==> src/rtl/word_serializer.sv <==
// MSB-first parallel-to-serial converter that streams WIDTH-bit frames back-to-back on encbit.
// Optional even-parity trailer bit per frame when WORD_SERIALIZER_PARITY_EN is defined.
module word_serializer #(
    parameter int WIDTH = 16
) (
    input  logic             clk,
    input  logic             reset,
    input  logic [WIDTH-1:0] din,
    input  logic             din_valid,
    output logic             din_ready,
    output logic             encbit,
    output logic             bit_valid,
    output logic             frame_start,
    output logic             busy
);

    // Handshake: a word transfers on any posedge where din_valid && din_ready.
    // din_ready depends only on state and counter; the source must hold din and
    // din_valid stable until the transfer happens.

`ifdef WORD_SERIALIZER_PARITY_EN
    localparam int LAST = WIDTH;
`else
    localparam int LAST = WIDTH - 1;
`endif
    localparam int CW = (LAST + 1 > 1) ? $clog2(LAST + 1) : 1;
    localparam logic [CW-1:0] LAST_C = CW'(LAST);

    typedef enum logic {
        IDLE  = 1'b0,
        SHIFT = 1'b1
    } state_t;

    state_t           state, state_n;
    logic [CW-1:0]    cnt, cnt_n;
    logic [WIDTH-1:0] sreg, sreg_n;
    logic             enc_q, enc_n;
    logic             last_bit;
    logic             xfer;

`ifdef WORD_SERIALIZER_PARITY_EN
    localparam logic [CW-1:0] DATA_LAST_C = CW'(WIDTH - 1);
    logic par_q, par_n;
`endif

    assign last_bit    = (state == SHIFT) && (cnt == LAST_C);
    assign din_ready   = (state == IDLE) || last_bit;
    assign xfer        = din_valid && din_ready;
    assign encbit      = enc_q;
    assign busy        = (state == SHIFT);
    assign bit_valid   = (state == SHIFT);
    assign frame_start = (state == SHIFT) && (cnt == '0);

    always_ff @(posedge clk) begin
        if (reset) begin
            state <= IDLE;
            cnt   <= '0;
            sreg  <= '0;
            enc_q <= 1'b0;
`ifdef WORD_SERIALIZER_PARITY_EN
            par_q <= 1'b0;
`endif
        end else begin
            state <= state_n;
            cnt   <= cnt_n;
            sreg  <= sreg_n;
            enc_q <= enc_n;
`ifdef WORD_SERIALIZER_PARITY_EN
            par_q <= par_n;
`endif
        end
    end

    // The MSB goes straight to encbit on load; sreg holds the bits still to come.
    always_comb begin
        state_n = state;
        cnt_n   = cnt;
        sreg_n  = sreg;
        enc_n   = enc_q;
`ifdef WORD_SERIALIZER_PARITY_EN
        par_n   = par_q;
`endif
        if (xfer) begin
            state_n = SHIFT;
            cnt_n   = '0;
            enc_n   = din[WIDTH-1];
            sreg_n  = {din[WIDTH-2:0], 1'b0};
`ifdef WORD_SERIALIZER_PARITY_EN
            par_n   = ^din;
`endif
        end else if (state == SHIFT) begin
            if (last_bit) begin
                state_n = IDLE;
                cnt_n   = '0;
                enc_n   = 1'b0;
                sreg_n  = '0;
            end else begin
                cnt_n  = cnt + CW'(1);
                sreg_n = {sreg[WIDTH-2:0], 1'b0};
`ifdef WORD_SERIALIZER_PARITY_EN
                if (cnt == DATA_LAST_C) enc_n = par_q;
                else                    enc_n = sreg[WIDTH-1];
`else
                enc_n  = sreg[WIDTH-1];
`endif
            end
        end
    end

endmodule

==> config.mk <==
export PLATFORM = sky130hd
export DESIGN_NAME = word_serializer
export DESIGN_NICKNAME = d
export VERILOG_FILES = /design/src/rtl/word_serializer.sv
export SDC_FILE = /design/constraint.sdc
export NUM_CORES = 1
export LEC_CHECK = 0
export BUFFER_PORTS_ARGS = -buffer_cell sky130_fd_sc_hd__buf_2
export CAP_MARGIN = 20
export CORE_MARGIN = 2
export CORE_UTILIZATION = 40
export CTS_CLUSTER_DIAMETER = 40
export DETAILED_ROUTE_END_ITERATION = 10
export GPL_TIMING_DRIVEN = 1
export HOLD_SLACK_MARGIN = 0.03
export PLACE_DENSITY = 0.64
export SYNTH_ARGS = -nofsm -noshare
export SYNTH_HDL_FRONTEND = slang
export SYNTH_SLANG_ARGS = --single-unit
==> constraint.sdc <==
create_clock -name clk -period 1.27 [get_ports clk]
set_input_delay 0.254 -clock clk [delete_from_list [all_inputs] [get_ports clk]]
set_output_delay 0.254 -clock clk [all_outputs]
set_load 0.03 [all_outputs]
==> results of run 1 <==
[final cells by class]
type | count | area (um^2)
Fill cell | 239 | 1030
Multi-Input combinational cell | 83 | 637
Sequential cell | 21 | 433
Timing Repair Buffer | 41 | 292
Tap cell | 30 | 37.5
Clock buffer | 3 | 22.5
Inverter | 4 | 22.5
Clock inverter | 1 | 5.00
[worst register-to-register path: cells and delay by family, from the launching register on]
family | cells | cell delay, ps
flops | 1 | 400
compound gates | 1 | 210
buf+inv | 3 | 280
simple gates | 1 | 500
[through the flow]
stage	instances	area, um^2	util	TNS [ps]
floorplan	121	1110	-	-202
global placement	170	1260	0.510	0
detailed placement	170	1260	0.510	0
CTS	179	1390	0.563	-681
global route	183	1450	0.585	-2020
finish	183	1450	0.585	-760
[final timing paths]
| kind | start | to | slack (ps) | cells after the start |
|---|---|---|---|---|
| worst min-delay path | din[12] | sreg[13] | 220 | 3 |
| worst max register to register | cnt[1] | cnt[3] | -220 | 5 |
| worst min register to register | sreg[1] | sreg[1] | 490 | 2 |
| worst max-delay path | cnt[1] | frame_start | -250 | 4 |
[per-layer routing]
layer,track usage,vias up,routed length [um]
li1,-,534,-
met1,0.230,508,1230
met2,0.318,27,1420
met3,0.0328,2,133
met4,0.0662,0,10
met5,0,-,0
[power by group through the flow]
| stage | sequential (uW) | clock [uW] | combinational, uW |
|---|---|---|---|
| floorplan | 749 | 0 | 171 |
| global placement | 748 | 0 | 252 |
| detailed placement | 749 | 0 | 256 |
| CTS | 730 | 348 | 298 |
| global route | 739 | 374 | 347 |
| finish | 731 | 326 | 318 |
[cell usage after synthesis]
cell | number | area, um^2
or4_4 | 1 | 11.3
mux2i_1 | 1 | 10.0
a221oi_2 | 1 | 15.0
inv_2 | 2 | 7.51
ha_1 | 2 | 25.0
or2_2 | 1 | 6.26
a21oi_1 | 6 | 30.0
clkbuf_1 | 5 | 18.8
a32oi_1 | 2 | 17.5
inv_1 | 2 | 7.51
xor2_1 | 1 | 8.76
nand3_1 | 2 | 10.0
a211oi_1 | 14 | 105
nor3b_1 | 1 | 7.51
dfxtp_1 | 21 | 420
buf_2 | 5 | 25.0
o211ai_1 | 16 | 120
buf_4 | 2 | 15.0
nand2_1 | 3 | 11.3
buf_6 | 1 | 11.3
and3_1 | 1 | 6.26
o21ai_0 | 1 | 5.00
nor4b_1 | 1 | 8.76
a31oi_1 | 13 | 81.3
nor2_1 | 15 | 56.3
a221oi_1 | 1 | 8.76
[logic make-up after synthesis]
logic type	Yosys count
AO/OA/AOI/OAI	54
multiplexers	1
flip-flops	21
XOR/XNOR	1
adder cells (fa/ha/maj)	2
buffers and inverters	17
AND/OR/NAND/NOR	25
[flip-flops by register name (all words and copies together) (netlist names)]
signal     flops
bit_valid      1
cnt            4
encbit         1
sreg          15
[repair_timing]
action                                  4_1_cts  5_1_grt
gates resized for setup                      18        4
pin swaps                                     7        1
setup buffers                                 5        4
endpoints found under the setup margin       11       21
==> results.ini, run 1 <==
[pwr]
switchingPower_uw = 408
p_sw_frac = 0.297
pwr-share-clk = 0.237
p_leak_uw = 0.000552
total_power_uw = 1370
ir_worst_vdd_mv = 0.762
seqPwrFrac = 0.532
p_per_area_nw_per_um2 = 949
p_int_uw = 967
power.share.combinational = 0.231

[global_routing]
grt_start_max_net_pins = 22
grt_pass1_vias = 1047
grtUsageTotal = 0.185
grt_antenna_before_repair = 0
grt_pass1_wl_um = 4600
grt_overflow = 0

[drt]
vias = 1071
drtPass1Iterations = 4
drtIter0Drc = 21
post_drt_via_cell_ratio = 5.85
routed_wl_um = 2800
route.detailed.drc = 0
ant_nets = 0
post_drt_wl_per_cell_um = 15.3

[setup_path]
crit_required_ps = 1020
start_kind = flop
path_cells = inv_4 > ha_4 > nor4b_4 > buf_6
critPathMaxStageDelay_ps = 390
cp_max_fo = 3
critPathKind = reg2out
slowest_stage = dfxtp_4
crit_buf_inv = 2
cp_top_family = flip-flops
crit_path_end_kind = primary output
arrival_ps = 1270

[floorplan]
dieArea_um2 = 3050
start_util = 0.424
die_w_um = 55.2
die_h_um = 55.2
rows = 18
core_um2 = 2480
io_pins = 24

[sta]
whs_ps = 220
max_freq_mhz = 657
post-route-period-util = 1.20
slew_violations = 0
setup_slack_ps = -252
rsz0062_at_grt = true
finalHoldViolCount = 0
finalCriticalPeriod_ps = 1520
finalSetupViolCount = 11
finalClockSkew_ps = 12.4
worst_slew_pin_slew_ps = 436
slew_headroom = 0.710

[status]
failed_checks = setup timing
status = complete, but fails checks

[placed_design]
numPortBuffers = 23
place_ws_ps = 7.75
globalplace.congestion = 0.737
hpwl_um = 1740

[yosys]
ys_warn_count = 0
synth_top_family_by_area = compound AO/OA/AOI/OAI gates
synth-simple-area-share = 0.112
ys_seq_area_frac = 0.400
postSynthAreaPerCell_um2 = 8.68
synth-compound-area-share = 0.365
synth_xor_area_frac = 0.00834
syn_area_um2 = 1050
synthCells = 121
synthMuxAreaShare = 0.00954
synth_cell_type_count = 26
ys_ff_latch = 21
synthAdderAreaFrac = 0.0238
synth_nets = 142

[cells_and_area]
num-nets-final = 175
antenna_cells = 0
mostFrequentLayoutCell = buf_2
mostFrequentLayoutCells = buf_2, dfxtp_1, o211ai_1, buf_4, nor2_1
syn_to_final_growth_pct = 38.0
drive_gt1_frac = 0.438

[clock_network]
ctsHoldBuffers = 0
clock-root-buffer = clkbuf_4
cts_max_level = 1
cts_buffers = 3
clock_path_buffers = 2
cts.sinks = 21
cts_tree = done
worstSkewPairLatency_ps = 310
clk_pin_slew_ps = 130

[run]
max-cap-violations = 0

[worst_hold_path]
hold_class = in2reg

No activity file was read; power rests on OpenSTA's default activity.
==> run 2, diff against run 1 <==
ABC_CLOCK_PERIOD_IN_PS = 1270   (was unset)
CORE_UTILIZATION = 35   (was 40)
PLACE_DENSITY = 0.58   (was 0.64)
==> run 2 against run 1 <==
Against the previous run:
- the flow finishes with violations (DRC, setup timing)
- routed wire length grew 15%
- hold slack lost 6.6 ps
- clock power up 5%
- count of clock-buffer cells in the layout increased by 1
- die area rose by 13%
- clock skew down 6.9 ps
- via count is 4.0% higher
- core utilization decreased by 3.5 points
- critical path type unchanged
==> results.ini, run 2 (same netlist as run 1, synthesis figures left out) <==
[sta]
slew_headroom = 0.680
finalCriticalPeriod_ps = 1540
finalHoldViolCount = 0
rsz0062_at_grt = true
slew_violations = 0
finalClockSkew_ps = 5.56
finalSetupViolCount = 19
setup_slack_ps = -274
tns_ps = -2690
max_freq_mhz = 647
worst_slew_pin_slew_ps = 481
post-route-period-util = 1.22

[global_routing]
grt_pass1_vias = 1088
grt_antenna_before_repair = 0
use_met3 = 0.0462
grt_start_max_net_pins = 22
grt_pass1_wl_um = 5230
grt-busiest-layer = met2
grtUsageTotal = 0.198
grt_overflow = 0
grt_util_met2 = 0.338
grt_util_met1 = 0.249

[cells_and_area]
final_area_um2 = 1540
drive_gt1_frac = 0.468
antenna_cells = 0
mostFrequentLayoutCell = buf_2
regMostFlops = sreg
mostFrequentLayoutCells = buf_2, o211ai_1, dfxtp_1
syn_to_final_growth_pct = 47.0
reg.largest.list = sreg x15, cnt x4
fin_util = 0.550
num-nets-final = 180
largest_reg_flops = 15
layoutNonFillerInstCount = 189
n_fill_cell = 276

[floorplan]
core_um2 = 2810
io_pins = 24
die_w_um = 58.8
rows = 19
die_h_um = 58.8
start_util = 0.374
dieArea_um2 = 3450

[pwr]
p_leak_uw = 0.000586
ir_worst_vdd_mv = 0.730
p_int_uw = 991
switchingPower_uw = 434
p_per_area_nw_per_um2 = 923
p_sw_frac = 0.304
seqPwrFrac = 0.513
power.share.combinational = 0.247
pwr-share-clk = 0.240
total_power_uw = 1420

[clock_network]
worstSkewPairLatency_ps = 320
clk_pin_slew_ps = 120
cts.sinks = 21
cts_tree = done
clock_path_buffers = 2
ctsHoldBuffers = 0
cts_buffers = 3
clock-root-buffer = clkbuf_4
cts_max_level = 1

[drt]
routed_wl_um = 3230
drtIter0Drc = 43
ant_nets = 0
vias = 1114
drtPass1Iterations = 7
route.detailed.drc = 1
post_drt_wl_per_cell_um = 17.1
post_drt_via_cell_ratio = 5.89

[setup_path]
path_cells = inv_4 > ha_4 > nor4b_4 > buf_6
arrival_ps = 1290
critPathKind = reg2out
critPathMaxStageDelay_ps = 380
cp_top_family = flip-flops
cp_max_fo = 3
crit_buf_inv = 2
crit_path_end_kind = primary output
crit_required_ps = 1020
slowest_stage = dfxtp_4
start_kind = flop

[status]
failed_checks = DRC, setup timing
status = complete, but fails checks

[run]
max-cap-violations = 0

[placed_design]
dpl.cell_count = 173
globalplace.congestion = 0.762
placed_area_um2 = 1280
numPortBuffers = 23
hpwl_um = 1900

[worst_hold_path]
hold_class = in2reg

[run 2: power groups by stage]
stage	Clock, uW	Combinational, uW	Sequential, uW
floorplan	0	171	749
global placement	0	257	750
detailed placement	0	262	751
CTS	353	316	729
global route	383	383	736
finish	342	352	730
[run 2: per-layer routing]
metal  vias to the layer above  part of all wire
met5                         -                 0
li1                        544                 -
met4                         0             0.020
met2                        22              0.52
met3                         8             0.038
met1                       540              0.43
[run 2: worst register-to-register path, cell delays in order, from the launching register on]
cell	delay (ps)
dfxtp_4	400
inv_4	40
buf_4	130
buf_6	100
or4_4	520
a221oi_2	230
[run 2: cell type report]
cell class | instances | area, um^2 | share of cell area
clock buffer | 4 | 26.3 | 0.0170
tap | 31 | 38.8 | 0.0251
timing repair buffer | 45 | 344 | 0.223
sequential | 21 | 437 | 0.283
multi-input combinational | 84 | 674 | 0.437
inverter | 4 | 22.5 | 0.0146
[run 2: final timing paths]
check	from	to	slack, ps	cells after the start
worst min-delay path	din[5]	sreg[6]	210	3
worst min register to register	encbit	encbit	500	2
worst max register to register	cnt[0]	cnt[3]	-230	5
worst max-delay path	cnt[1]	frame_start	-270	4
[run 2: repair_timing]
item / 4_1_cts / 5_1_grt
resized for setup: 25 / 13
setup endpoints to repair: 14 / 24
setup buffers: 12 / 4
cloned: 1 / 0
pin swaps: 14 / 6
[run 2: per-stage QoR]
step / hold slack (ps) / setup slack (ps)
5_1_grt: 206 / -350
3_5_place_dp: 485 / -10.9
2_1_floorplan: 332 / -59.6
6_report: 213 / -274
4_1_cts: 210 / -258
3_3_place_gp: 483 / 19.4
==> run 3, diff against run 2 <==
SETUP_SLACK_MARGIN = 0.3   (was unset)
==> run 3 against run 2 <==
Against the previous run:
- the flow still finishes with violations (DRC, setup timing)
- critical path depth is the same
- core utilization grew 0.80 points
- worst setup slack gained 40 ps
- clock power shrank 2%
- first-iteration DRC count grew 4.7%
- sequential cell count is the same
- non-clock buffer count is the same
- power shrank 0.61%
- critical path type unchanged
==> results.ini, run 3 (same netlist as run 1, synthesis figures left out) <==
[clock_network]
clock_path_buffers = 2
worstSkewPairLatency_ps = 310
clock-root-buffer = clkbuf_4
cts_max_level = 1
cts_buffers = 3
cts_tree = done
clk_pin_slew_ps = 120
cts.sinks = 21

[setup_path]
arrival_ps = 1250
start_kind = flop
cp_max_fo = 4
path_cells = inv_4 > ha_4 > nor4b_4 > buf_6
crit_buf_inv = 2
crit_required_ps = 1020
critPathKind = reg2out
critPathMaxStageDelay_ps = 390
crit_path_end_kind = primary output
slowest_stage = dfxtp_4
cp_top_family = flip-flops

[cells_and_area]
final_area_um2 = 1570
regMostFlops = sreg
syn_to_final_growth_pct = 49.1
drive_gt1_frac = 0.475
layoutNonFillerInstCount = 189
antenna_cells = 0
mostFrequentLayoutCell = buf_2
n_fill_cell = 280
largest_reg_flops = 15
reg.largest.list = sreg x15, cnt x4
mostFrequentLayoutCells = buf_2, o211ai_1, nor2_1, dfxtp_1, buf_6
num-nets-final = 180
fin_util = 0.558

[floorplan]
rows = 19
core_um2 = 2810
dieArea_um2 = 3450
start_util = 0.374
io_pins = 24
die_w_um = 58.8
die_h_um = 58.8

[placed_design]
numPortBuffers = 23
globalplace.congestion = 0.765
placed_area_um2 = 1270
place_ws_ps = -30.8
dpl.cell_count = 171
hpwl_um = 1840

[worst_hold_path]
hold_class = in2reg

[drt]
drtIter0Drc = 45
drtPass1Iterations = 7
route.detailed.drc = 1
post_drt_wl_per_cell_um = 16.3
ant_nets = 0
post_drt_via_cell_ratio = 5.77
vias = 1090
routed_wl_um = 3080

[sta]
slew_headroom = 0.702
finalHoldViolCount = 0
post-route-period-util = 1.18
finalClockSkew_ps = 6.93
worst_slew_pin_slew_ps = 446
max_freq_mhz = 665
finalCriticalPeriod_ps = 1500
setup_slack_ps = -235
finalSetupViolCount = 20
slew_violations = 0
whs_ps = 216
rsz0062_at_grt = true

[status]
failed_checks = DRC, setup timing
status = complete, but fails checks

[global_routing]
grtUsageTotal = 0.183
grt_pass1_vias = 1040
grt_pass1_wl_um = 4890
grt_start_max_net_pins = 22
grt_overflow = 0
grt_antenna_before_repair = 0

[pwr]
p_leak_uw = 0.000586
ir_worst_vdd_mv = 0.894
p_per_area_nw_per_um2 = 904

[run]
max-cap-violations = 0

run 3: cell types whose count changed in the layout (fill, tap and decap cells not counted), moves of 2 or more:
cell	change
a211oi_2	-3
a211oi_1	+3
a31oi_1	-2
buf_6	+5
dfxtp_2	+2
buf_4	-3
run 3: final timing paths:
check,start,cells after the start,slack (ps),endpoint
min,din[10],3,220,sreg[11]
max reg2reg,cnt[0],4,-120,cnt[3]
max,cnt[0],4,-230,frame_start
min reg2reg,sreg[12],2,500,sreg[12]
run 3: repair_timing:
action | in CTS | in global routing
pin swaps | 14 | 14
hold buffers | 0 | 0
setup endpoints to repair | 26 | 26
resized for setup | 25 | 15
buffers inserted | 8 | 5
cloned | 0 | 1
run 3: worst register-to-register path, cell delays in order (launching register included):
cell and delay, ps:
dfxtp_4 410, inv_4 40, buf_4 120, or4_4 530, a221oi_2 210
run 3: final cells by class:
class / instances / area [um^2] / share of cell area
repair buffers: 45 / 353 / 0.225
clock buffers: 4 / 26.3 / 0.0168
flip-flops and latches: 21 / 435 / 0.278
well taps: 31 / 38.8 / 0.0248
multi-input cells: 84 / 689 / 0.440
inverters: 4 / 22.5 / 0.0144
run 3: report_power, final:
part	total [uW]	internal (uW)	leakage [uW]	switching, uW
sequential	737	701	0.000176	36.4
combinational	344	167	0.000395	178
clock	335	123	0.0000150	212
run 3: per-layer routing:
metal,part of all wire,wire length [um],track usage
met1,0.44,1360,0.237
met2,0.51,1570,0.310
met3,0.045,139,0.0462
met4,0.0055,17,0.0357
met5,0,0,0
run 3: stage by stage:
| step | setup TNS (ps) | power [uW] |
|---|---|---|
| 3_5_place_dp | -52.5 | 1010 |
| 6_report | -1580 | 1420 |
| 5_1_grt | -3100 | 1490 |
| 4_1_cts | -983 | 1380 |
| 3_3_place_gp | 0 | 1010 |
| 2_1_floorplan | -339 | 926 |
